==> src/rtl/fft_frame_sequencer.sv <==
// Collects i2s samples into ping-pong N-sample frames, streams each full frame into the fft,
// pulses start, then forwards the N result bins with their index.
module fft_frame_sequencer #(
  parameter int WIDTH = 16,
  parameter int N_2   = 5
) (
  input  logic               clk,
  input  logic               reset,
  input  logic               smp_valid,
  input  logic [23:0]        smp_data,
  output logic               fft_load,
  output logic [WIDTH-1:0]   fft_rd,
  output logic               fft_start,
  input  logic [2*WIDTH-1:0] fft_wd,
  input  logic               fft_done,
  output logic               bin_valid,
  output logic [N_2-1:0]     bin_idx,
  output logic [WIDTH-1:0]   bin_re,
  output logic [WIDTH-1:0]   bin_im,
  output logic               frame_done,
  output logic               overrun
);
  localparam int N = 1 << N_2;
  localparam logic [N_2-1:0] LAST = N_2'(N - 1);

  // IDLE wait for full bank | LOAD stream bank | START pulse, free bank | WAIT first bin | DRAIN bins
  typedef enum logic [2:0] {IDLE, LOAD, START, WAIT, DRAIN} state_t;

  state_t           state_q, state_d;
  logic [WIDTH-1:0] mem_q [2*N];
  logic [WIDTH-1:0] mem_d [2*N];
  logic [1:0]       full_q, full_d;
  logic             wr_bank_q, wr_bank_d;
  logic             rd_bank_q, rd_bank_d;
  logic [N_2-1:0]   wptr_q, wptr_d;
  logic [N_2-1:0]   rptr_q, rptr_d;
  logic [N_2-1:0]   cnt_q, cnt_d;
  logic             bin_valid_q, bin_valid_d;
  logic             frame_done_q, frame_done_d;
  logic             overrun_q, overrun_d;
  logic [N_2-1:0]   bin_idx_q, bin_idx_d;
  logic [WIDTH-1:0] bin_re_q, bin_re_d;
  logic [WIDTH-1:0] bin_im_q, bin_im_d;
  logic             wr_en;
  logic             wr_wrap;
  logic             release_bank;
  logic [WIDTH-1:0] smp_top;
  logic             smp_unused;

  assign smp_top      = smp_data[23 -: WIDTH];
  assign smp_unused   = ^smp_data[23-WIDTH:0];
  assign release_bank = (state_q == START);

  always_comb begin
    mem_d     = mem_q;
    wptr_d    = wptr_q;
    wr_bank_d = wr_bank_q;
    full_d    = full_q;
    overrun_d = overrun_q;
    wr_en     = smp_valid && !full_q[wr_bank_q];
    wr_wrap   = wr_en && (wptr_q == LAST);
    if (smp_valid && full_q[wr_bank_q]) begin
      overrun_d = 1'b1;
    end
    if (wr_en) begin
      mem_d[{wr_bank_q, wptr_q}] = smp_top;
      wptr_d = wptr_q + 1'b1;
    end
    // release first so a same-cycle wrap into the freed bank leaves it marked full
    if (release_bank) begin
      full_d[rd_bank_q] = 1'b0;
    end
    if (wr_wrap) begin
      full_d[wr_bank_q] = 1'b1;
      wr_bank_d = ~wr_bank_q;
    end
  end

  always_comb begin
    state_d      = state_q;
    rptr_d       = rptr_q;
    rd_bank_d    = rd_bank_q;
    cnt_d        = cnt_q;
    bin_valid_d  = 1'b0;
    frame_done_d = 1'b0;
    bin_idx_d    = bin_idx_q;
    bin_re_d     = bin_re_q;
    bin_im_d     = bin_im_q;
    case (state_q)
      IDLE: begin
        if (full_q[rd_bank_q]) begin
          state_d = LOAD;
          rptr_d  = '0;
        end
      end
      LOAD: begin
        rptr_d = rptr_q + 1'b1;
        if (rptr_q == LAST) begin
          state_d = START;
        end
      end
      START: begin
        rd_bank_d = ~rd_bank_q;
        cnt_d     = '0;
        state_d   = WAIT;
      end
      WAIT, DRAIN: begin
        if (fft_done) begin
          bin_valid_d  = 1'b1;
          bin_idx_d    = cnt_q;
          bin_re_d     = fft_wd[2*WIDTH-1:WIDTH];
          bin_im_d     = fft_wd[WIDTH-1:0];
          cnt_d        = cnt_q + 1'b1;
          frame_done_d = (cnt_q == LAST);
          state_d      = (cnt_q == LAST) ? IDLE : DRAIN;
        end
      end
      default: state_d = IDLE;
    endcase
  end

  always_ff @(posedge clk) begin
    if (!reset) begin
      state_q      <= IDLE;
      full_q       <= '0;
      wr_bank_q    <= 1'b0;
      rd_bank_q    <= 1'b0;
      wptr_q       <= '0;
      rptr_q       <= '0;
      cnt_q        <= '0;
      bin_valid_q  <= 1'b0;
      frame_done_q <= 1'b0;
      overrun_q    <= 1'b0;
      bin_idx_q    <= '0;
      bin_re_q     <= '0;
      bin_im_q     <= '0;
    end else begin
      state_q      <= state_d;
      full_q       <= full_d;
      wr_bank_q    <= wr_bank_d;
      rd_bank_q    <= rd_bank_d;
      wptr_q       <= wptr_d;
      rptr_q       <= rptr_d;
      cnt_q        <= cnt_d;
      bin_valid_q  <= bin_valid_d;
      frame_done_q <= frame_done_d;
      overrun_q    <= overrun_d;
      bin_idx_q    <= bin_idx_d;
      bin_re_q     <= bin_re_d;
      bin_im_q     <= bin_im_d;
    end
  end

  // sample storage carries no reset: stale contents are never read before a refill
  always_ff @(posedge clk) begin
    mem_q <= mem_d;
  end

  assign fft_load   = (state_q == LOAD);
  assign fft_rd     = fft_load ? mem_q[{rd_bank_q, rptr_q}] : '0;
  assign fft_start  = (state_q == START);
  assign bin_valid  = bin_valid_q;
  assign bin_idx    = bin_idx_q;
  assign bin_re     = bin_re_q;
  assign bin_im     = bin_im_q;
  assign frame_done = frame_done_q;
  assign overrun    = overrun_q;

endmodule

==> config.mk <==
export PLATFORM = sky130hd
export DESIGN_NAME = fft_frame_sequencer
export DESIGN_NICKNAME = d
export VERILOG_FILES = /design/src/rtl/fft_frame_sequencer.sv
export SDC_FILE = /design/constraint.sdc
export NUM_CORES = 1
export LEC_CHECK = 0
export BUFFER_PORTS_ARGS = -buffer_cell sky130_fd_sc_hd__buf_2
export CORE_AREA = 4 4 310 312
export CTS_CLUSTER_SIZE = 8
export DETAILED_ROUTE_END_ITERATION = 7
export DIE_AREA = 0 0 314 316
export SLEW_MARGIN = 0
export SYNTH_ARGS = -nofsm -noshare
export SYNTH_HDL_FRONTEND = slang
export SYNTH_SLANG_ARGS = --single-unit
export TNS_END_PERCENT = 30
==> constraint.sdc <==
create_clock -name clk -period 3 [get_ports clk]
set_clock_uncertainty 0.2 [all_clocks]
set_input_delay 0 -clock clk [delete_from_list [all_inputs] [get_ports clk]]
set_output_delay 0 -clock clk [all_outputs]
set_load 0.01 [all_outputs]
==> results of run 1 <==
==> repair_timing <==
action                                  CTS  global route
cloned                                    9             2
setup endpoints to repair                16            20
hold buffers                            120             0
setup buffers                            32             9
endpoints found under the hold margin  1018             0
gates resized for setup                 123            31
pin swaps                                10             8
==> Yosys cell counts, drive strengths merged, types with 9 or more instances <==
cell	count	area, um^2
nand2	116	435
clkbuf	46	173
edfxtp	1024	30700
buf	67	521
mux2i	60	601
a21boi	42	315
dfxtp	62	1240
o22ai	32	200
a211oi	10	75.1
nor2	74	278
nor2b	13	81.3
a21oi	21	105
o221ai	10	87.6
and2	13	81.3
nand3	17	85.1
a22oi	28	210
o21ai	12	60.1
nand3b	9	71.3
mux4	256	5770
==> worst reg2reg max path: stages (launching register included) <==
cell,delay (ps)
dfxtp_1,340
mux2i_1,220
and2_1,280
nor2b_1,330
nand2_1,460
nor2_1,250
buf_4,320
==> where the power goes <==
part	total, mW	switching (mW)	internal [mW]
Clock	15.3	6.12	9.22
Sequential	16.7	0.0137	16.7
Combinational	0.570	0.393	0.177
Total	32.6	6.52	26.0
==> path summary, 6_finish.rpt <==
kind | endpoint | start | cells after the start | slack (ps)
max | fft_rd[11] | rptr_q[0] | 10 | -310
min | state_q[0] | fft_done | 5 | 50
max reg2reg | mem_q[210] | wr_bank_q | 6 | 230
min reg2reg | bin_idx[4] | bin_idx[4] | 2 | 260
==> final cells by class <==
| class | instances | area, um^2 | share of cell area |
|---|---|---|---|
| well taps | 1254 | 1570 | 0.0302 |
| flip-flops and latches | 1086 | 32000 | 0.616 |
| multi-input cells | 790 | 9720 | 0.187 |
| clock buffers | 186 | 3950 | 0.0761 |
| inverters | 2 | 7.51 | 0.000145 |
| repair buffers | 480 | 4380 | 0.0843 |
| clock inverters | 15 | 289 | 0.00557 |
==> stage by stage <==
step / total power, mW / setup TNS, ps
6_report: 32.6 / -3670
2_1_floorplan: 17.0 / 0
3_3_place_gp: 17.4 / 0
4_1_cts: 32.9 / -4440
5_1_grt: 33.6 / -5010
3_5_place_dp: 17.4 / -19.3
==> placed cells by master (no fill, tap or decap), types with 13 or more instances in the layout <==
master / instances
edfxtp_1: 1024
mux4_2: 256
buf_4: 197
clkbuf_16: 155
dlygate4sd3_1: 120
nand2_1: 110
buf_2: 108
nor2_1: 69
dfxtp_1: 58
mux2i_1: 44
a21boi_0: 42
clkbuf_1: 33
buf_12: 21
a21oi_1: 17
o22ai_2: 17
nand3_1: 16
a22oi_1: 15
a22oi_2: 13
==> metal layers <==
metal  share of wire  GRT usage
met1            0.41      0.312
met2            0.48      0.353
met3           0.076     0.0445
met4           0.032     0.0798
met5               0          0
==> registers in the layout (all words and copies together), names as in the netlist <==
| signal | cells |
|---|---|
| overrun | 1 |
| rptr_q | 5 |
| bin_idx | 5 |
| bin_valid | 1 |
| mem_q | 1024 |
| bin_re | 16 |
| wr_bank_q | 1 |
| state_q | 3 |
| wptr_q | 5 |
| rd_bank_q | 1 |
| bin_im | 16 |
| cnt_q | 5 |
| full_q | 2 |
| frame_done | 1 |
==> cell families after synthesis <==
kind of cell    count (synthesis)
flops                        1086
mux                           317
compound gates                186
fa+ha+maj                       6
xor+xnor                        7
simple gates                  274
buf+inv                       115
==> metrics.txt, run 1 <==
total count of max-transition violations in the final report 0; post-route cell area slightly above 0.05 mm^2; total number of vias ~22k; count of yosys warnings during synthesis 0; FMAX between 0.3 and 0.4 GHz; number of enable-type register cells in the synthesized netlist between 1k and 1.5k; final clock period utilization by the worst path 1.10; Syn-to-layout area delta 24.2%; GR Overflow Total 0; Layout Cells excl Fill around 3.8k; buffers added on ports roughly 110; startpoint types register; global-route wire length before repair ~160000 um; TritonCTS Buffers around 150; number of antenna violations at the first check in global routing 1; Static Leak ~17 nW; cell-by-cell listing of the critical path buf_12 -> buf_16 -> buf_6 -> mux4_2 -> mux2i_1 -> buf_4 -> a211o_1 -> a211oi_4 -> a31o_1 -> buf_2; hold_ws approximately 47 ps; die outline width about 310 um; Initial DRT Pass Iterations 6; final net count 2579; insertion delay to the later sink of the worst-skew pair between 700 and 800 ps; main combinational cell family by area after synthesis multiplexers; adder-cell share of the synthesized area 0.00180; proportion of synthesized area in mux cells 0.153; HPWL after detailed placement roughly 65000 um; Synthesized Nets a little over 2k; routability-driven placement congestion ratio roughly 0.85; drt initial violations between 2k and 2.5k; setup slack after layout -309 ps; Unique masters post-synth 54; clock tree from TritonCTS built; maximum number of pins on one net before global-route repair 65; Yosys reg bits 1086; proportion of layout cells with a drive suffix above 1 0.349; share of synthesized cell area in and, or, nand and nor gates 0.0302; async set-or-reset flop fraction in the synthesized netlist 0; effective utilization at floorplan 0.449; H-tree depth 4; Crit. End Element output port; slowest CP cell dfxtp_4; gate family responsible for the most delay along the worst path compound AO/OA/AOI/OAI gates; sequential share of the synthesized area 0.766; placed cell area between 0.04 and 0.05 mm^2; power per standard cell area between 600 and 700 mW/mm^2; crit path max fanout 6; Via density between 5 and 6; total length of routed wires between 100000 and 150000 um; headroom to the max-slew limit 0.111; crit path kind reg2out; post-synthesis xor/xnor area fraction 0.00147; height of the die roughly 320 um; min Tclk post-route 3310 ps; largest stage delay on the critical path 370 ps; Die Area between 0.09 and 0.1 mm^2; number of placed I/O pins roughly 120; violated checks negative setup slack; worst slack after detailed placement -19.3 ps; vias in the first global route around 23k; drt drc 0; DP Cell Count 3444; slew at the pin closest to its max-slew limit around 1300 ps; maximum capacitance violations 0; critical path data required time approximately 2800 ps; area of the mapped netlist 0.0418 mm^2; crit path DAT 3110 ps; register clock-pin slew on the reported worst setup and hold paths ~50 ps; CORE AREA 0.0930 mm^2; maximum clock path buffer count 3; Tightest Hold Check Type in2reg; number of endpoints with negative hold slack in the final report 0; most common flop cell mapped by yosys edfxtp_1; number of antenna diodes 0; setup repair after global routing missed its margin true; compound-gate portion of the synthesized area 0.0316; Syn Inst Count around 2k; cell row count 112; peak supply drop 0.458 mV; synthesized area per cell roughly 21 um^2; buffer type at the clock tree root clkbuf_16; overall fraction of global-route tracks in use 0.223; Worst Path Buf+Inv 5; number of filler cells placed in the layout a little under 7k; Core Util, Final 0.558; residual antenna-violating net count after detailed routing 0; status finished, violations left; number of clock sinks between 1k and 1.5k; final setup violating endpoints 16; wire per inst approximately 29 um
(Power assumes the default switching activity.)
==> run 2, diff against run 1 <==
--- a/config.mk
+++ b/config.mk
@@ -10,6 +10,8 @@
 export CTS_CLUSTER_SIZE = 8
 export DETAILED_ROUTE_END_ITERATION = 7
 export DIE_AREA = 0 0 314 316
+export RECOVER_POWER = 100
+export REMOVE_ABC_BUFFERS = 1
 export SLEW_MARGIN = 0
 export SYNTH_ARGS = -nofsm -noshare
 export SYNTH_HDL_FRONTEND = slang
==> metrics.txt, run 2 (same netlist as run 1, synthesis figures left out) <==
status finished, violations left; violated checks max-capacitance violations, max-slew violations, negative setup slack; Worst Path Buf+Inv 4 (-1); GR Overflow Total 0 (unchanged); number of placed I/O pins 118 (unchanged); buffers added on ports 109 (unchanged); number of antenna violations at the first check in global routing 1 (unchanged); startpoint types register; overall fraction of global-route tracks in use 0.225 (+0.00234); Initial DRT Pass Iterations 7 (+1); summed negative setup slack over all endpoints -2450 ps (+1220 ps); cell-by-cell listing of the critical path buf_12 -> buf_16 -> mux4_2 -> mux2i_4 -> a211o_1 -> a211oi_2 -> buf_4 -> a31o_1 -> buf_2; FMAX 0.313 GHz (+3.7%); number of clock sinks 1086 (unchanged); effective utilization at floorplan 0.449 (unchanged); die outline width 314 um (unchanged); critical path data required time 2800 ps (about the same); total length of routed wires 109000 um (about the same); hold_ws 270 ps (+224 ps); proportion of layout cells with a drive suffix above 1 0.318 (-0.0311); final setup violating endpoints 16 (unchanged); Static Leak 16.4 nW (-1.3%); most common cell after layout, fill and taps aside edfxtp_1; headroom to the max-slew limit -0.736 (-0.847); slowest CP cell mux4_2; peak supply drop 0.538 mV (+17%); cell row count 112 (unchanged); Tightest Hold Check Type reg2reg; maximum clock path buffer count 3 (unchanged); Crit. End Element output port; setup repair after global routing missed its margin true; drt initial violations 2307 (-4.1%); CORE AREA 0.0930 mm^2 (unchanged); flip-flop count of the largest register after layout 1024 (unchanged); largest stage delay on the critical path 540 ps (+170 ps); TritonCTS Buffers 154 (+0.65%); wire per inst 28.7 um (+0.19%); drt drc 0 (unchanged); Die Area 0.0992 mm^2 (unchanged); final net count 2568 (-0.43%); Layout Cells excl Fill 3803 (-0.26%); most frequent cells in the layout edfxtp_1, mux4_2, clkbuf_16, dlygate4sd3_1, nand2_1; crit path kind reg2out; height of the die 316 um (unchanged); power per standard cell area 632 mW/mm^2 (+0.78%); routability-driven placement congestion ratio 0.805 (-5.2%); HPWL after detailed placement 60800 um (-6.7%); insertion delay to the later sink of the worst-skew pair 730 ps (about the same); H-tree depth 4 (unchanged); buffer type at the clock tree root clkbuf_16; total number of vias 22.4k (+0.73%); total count of max-transition violations in the final report 347 (+347); min Tclk post-route 3190 ps (-117 ps); Syn-to-layout area delta 24.2% (about the same); maximum number of pins on one net before global-route repair 65 (unchanged); crit path max fanout 15 (+9); setup slack after layout -192 ps (+117 ps); Via density 5.88 (+1.0%); DP Cell Count 3414 (-0.87%); vias in the first global route 23.4k (+1.9%); residual antenna-violating net count after detailed routing 0 (unchanged); top register by number of flip-flops mem_q; final clock period utilization by the worst path 1.06 (-0.0390); crit path DAT 2990 ps (-120 ps); register clock-pin slew on the reported worst setup and hold paths 50 ps (about the same); clock tree from TritonCTS built; global-route wire length before repair 161000 um (+1.4%); number of endpoints with negative hold slack in the final report 0 (unchanged); slew at the pin closest to its max-slew limit 2600 ps (+1270 ps); worst slack after detailed placement 222 ps (+241 ps); maximum capacitance violations 8 (+8); gate family responsible for the most delay along the worst path multiplexers
[run 2: cell types whose count changed in the layout (fill, tap and decap cells not counted), sizes merged]
cell and delta:
bufbuf +2, buf -139, clkinv -3, inv -1, diode +1, dlygate4sd3 +13
clkbuf +117
[run 2: path summary, 6_finish.rpt]
path / startpoint / cells past startpoint / slack, ps / end
hold reg to reg: bin_idx[1] / 2 / 270 / bin_idx[1]
setup reg to reg: wr_bank_q / 7 / 30 / mem_q[643]
hold / removal: bin_idx[1] / 2 / 270 / bin_idx[1]
setup / recovery: rptr_q[0] / 9 / -190 / fft_rd[11]
[run 2: timing repair]
action / 4_1_cts / 5_1_grt
pin swaps: 20 / 3
resized for setup: 159 / 20
hold endpoints to repair: 1026 / 0
setup endpoints to repair: 16 / 29
buffers inserted: 28 / 8
cloned: 18 / 0
hold buffers: 133 / 0
[run 2: where the power goes]
group	internal, mW	total [mW]	switching, mW
Sequential	16.7	16.7	0.0147
Combinational	0.157	0.535	0.378
Clock	9.48	15.6	6.12
[run 2: worst min-delay path, cell delays in order, from the launching register on]
cell,delay (ps)
dfxtp_1,310
nand2_1,50
a21boi_0,60
[run 2: routing by layer]
metal  GRT usage  wire length [um]  vias to the layer above
met2       0.358             52600                      965
met4      0.0698              3260                        0
met3      0.0528              8440                      163
met5           0                 0                        -
met1       0.313             44800                    12000
li1            -                 -                     9272
[run 2: area by class of cell]
| cell class | instances | area, um^2 |
|---|---|---|
| Antenna cell | 1 | 2.50 |
| Clock buffer | 191 | 4100 |
| Clock inverter | 11 | 185 |
| Fill cell | 7015 | 41100 |
| Inverter | 2 | 7.51 |
| Multi-Input combinational cell | 790 | 9720 |
| Sequential cell | 1086 | 32000 |
| Tap cell | 1254 | 1570 |
| Timing Repair Buffer | 468 | 4310 |
[run 2: metrics by stage]
stage	power, mW	cell area [um^2]	utilization
finish	32.8	51900	0.558
global route	33.9	51900	0.558
CTS	33.1	52000	0.559
detailed placement	17.4	44800	0.482
global placement	17.4	44800	0.482
floorplan	17.0	41100	-
==> run 3, diff against run 2 <==
--- a/config.mk
+++ b/config.mk
@@ -6,10 +6,11 @@
 export NUM_CORES = 1
 export LEC_CHECK = 0
 export BUFFER_PORTS_ARGS = -buffer_cell sky130_fd_sc_hd__buf_2
-export CORE_AREA = 4 4 310 312
+export CORE_AREA = 4 4 295 297
 export CTS_CLUSTER_SIZE = 8
 export DETAILED_ROUTE_END_ITERATION = 7
-export DIE_AREA = 0 0 314 316
+export DIE_AREA = 0 0 299 301
+export PLACE_DENSITY = 0.66
 export RECOVER_POWER = 100
 export REMOVE_ABC_BUFFERS = 1
 export SLEW_MARGIN = 0
==> metrics.txt, run 3 (same netlist as run 1, synthesis figures left out) <==
number of placed I/O pins 118 (unchanged); top register by number of flip-flops mem_q; CORE AREA 0.0846 mm^2 (-9.1%); Crit. End Element output port; clock tree from TritonCTS built; global-route wire length before repair 155000 um (-3.8%); number of antenna diodes 0 (-1); die outline width 299 um (-4.8%); Syn-to-layout area delta 23.1%; Core Util, Final 0.608 (+0.0502); buffers added on ports 109 (unchanged); HPWL after detailed placement 60300 um (-0.81%); Via density 6.05 (+2.9%); residual antenna-violating net count after detailed routing 0 (unchanged); insertion delay to the later sink of the worst-skew pair 730 ps (about the same); Internal Power 26.0 mW (-1.2%); most frequent cells in the layout edfxtp_1, mux4_2, buf_4, clkbuf_16, dlygate4sd3_1; vias in the first global route 23.1k (-1.2%); GR Overflow Total 0 (unchanged); drt initial violations 2550 (+11%); maximum capacitance violations 9 (+1); startpoint types register; final net count 2567 (-0.039%); overall power of the completed layout 32.5 mW (-0.96%); crit path DAT 3060 ps (+70 ps); peak supply drop 0.498 mV (-7.5%); min Tclk post-route 3260 ps (+64.6 ps); final setup violating endpoints 16 (unchanged); summed negative setup slack over all endpoints -2590 ps (-138 ps); violated checks max-capacitance violations, max-slew violations, negative setup slack; slack of the worst reg-to-reg path 150 ps (+120 ps); total length of routed wires 105000 um (-3.5%); number of endpoints with negative hold slack in the final report 0 (unchanged); depth of the worst register-to-register path 5 (-2); wire per inst 28.6 um (-0.30%); crit path kind reg2out; flip-flop count of the largest register after layout 1024 (unchanged); setup repair after global routing missed its margin true; critical path data required time 2800 ps (about the same); final clock period utilization by the worst path 1.09 (+0.0215); Layout Cells excl Fill 3680 (-3.2%); Die Area 0.0900 mm^2 (-9.3%); maximum clock path buffer count 3 (unchanged); H-tree depth 4 (unchanged); slew at the pin closest to its max-slew limit 2710 ps (+102 ps); crit path max fanout 19 (+4); maximum number of pins on one net before global-route repair 65 (unchanged); total number of vias 22.3k (-0.47%); proportion of layout cells with a drive suffix above 1 0.322 (+0.00466); buffer type at the clock tree root clkbuf_16; DP Cell Count 3322 (-2.7%); routability-driven placement congestion ratio 0.857 (+6.6%); TritonCTS Buffers 153 (-0.65%); Initial DRT Pass Iterations 5 (-2); power spent charging and discharging nets 6.52 mW (about the same); Tightest Hold Check Type in2reg; setup slack after layout -257 ps (-64.6 ps); power per standard cell area 632 mW/mm^2 (about the same); headroom to the max-slew limit -0.804 (-0.0677); fraction of power consumed by sequential logic 0.513 (+0.005); number of clock sinks 1086 (unchanged); register clock-pin slew on the reported worst setup and hold paths 50 ps (about the same); most common cell after layout, fill and taps aside edfxtp_1; worst slack after detailed placement 180 ps (-42.2 ps); total count of max-transition violations in the final report 350 (+0.86%); Static Leak 16.2 nW (-0.90%); worst hold path stage count 4 (+2); part of the power in the clock network 0.470 (-0.005); height of the die 301 um (-4.7%); switching portion of total power 0.200 (+0.00190); overall fraction of global-route tracks in use 0.236 (+0.0106); cell row count 107 (-4.5%); status finished, violations left; number of antenna violations at the first check in global routing 0 (-1); FMAX 0.307 GHz (-2.0%); drt drc 0 (unchanged); power share of the combinational group 0.017 (about the same); effective utilization at floorplan 0.494 (+0.0448)
-- run 3: cell count changes in the layout (fill, tap and decap cells not counted), moves of 6 or more --
cell and change:
bufbuf_16 -8, clkbuf_1 -17, buf_16 -6, clkbuf_2 -24, clkbuf_4 -10, buf_6 +8, dlygate4sd3_1 -15, buf_2 -8
mux2i_4 -7, buf_4 +69
-- run 3: layout make-up --
cell class	count	area [um^2]
Fill cell	5874	33200
Sequential cell	1086	32000
Multi-Input combinational cell	790	9640
Timing Repair Buffer	468	4140
Clock buffer	175	3910
Tap cell	1144	1430
Clock inverter	15	309
Inverter	2	7.51
-- run 3: metrics by stage --
step	cell area, um^2	hold WS (ps)
2_1_floorplan	41100	-101
3_3_place_gp	44800	52.0
3_5_place_dp	44800	60.7
4_1_cts	51100	26.2
5_1_grt	51400	104
6_report	51400	108
-- run 3: repair_timing --
item                       in CTS  in global routing
resized for setup             107                 38
gates cloned                    5                  6
hold endpoints to repair      976                  0
buffers inserted               26                 15
setup endpoints to repair      16                 17
hold buffers                  118                  0
pin swaps                      23                 16
-- run 3: worst paths after layout --
path	startpoint	endpoint
setup / recovery	rptr_q[0]	fft_rd[3]
setup reg to reg	state_q[1]	bin_re[2]
hold / removal	smp_valid	overrun
hold reg to reg	bin_idx[4]	bin_idx[4]
-- run 3: worst max-delay path: stages, from the launching register on --
cell and delay (ps):
dfxtp_4 370, buf_12 160, buf_16 150, buf_12 200, mux4_2 520, mux2i_2 270, a22oi_1 190, nand3_1 120
nand2_1 130, buf_2 180
-- run 3: power by group through the flow --
stage,combinational (mW),clock (mW),sequential [mW]
after floorplan,0.0846,0,16.9
after global placement,0.416,0,16.9
after detailed placement,0.443,0,16.9
after CTS,0.536,15.5,16.7
after global routing,0.575,16.2,16.7
final,0.542,15.3,16.7
-- run 3: layer usage --
metal | share of wire | GRT usage | vias to the layer above
li1 | - | - | 9226
met5 | 0 | 0 | -
met2 | 0.48 | 0.372 | 1131
met3 | 0.096 | 0.0565 | 170
met1 | 0.39 | 0.331 | 11700
met4 | 0.027 | 0.0743 | 0
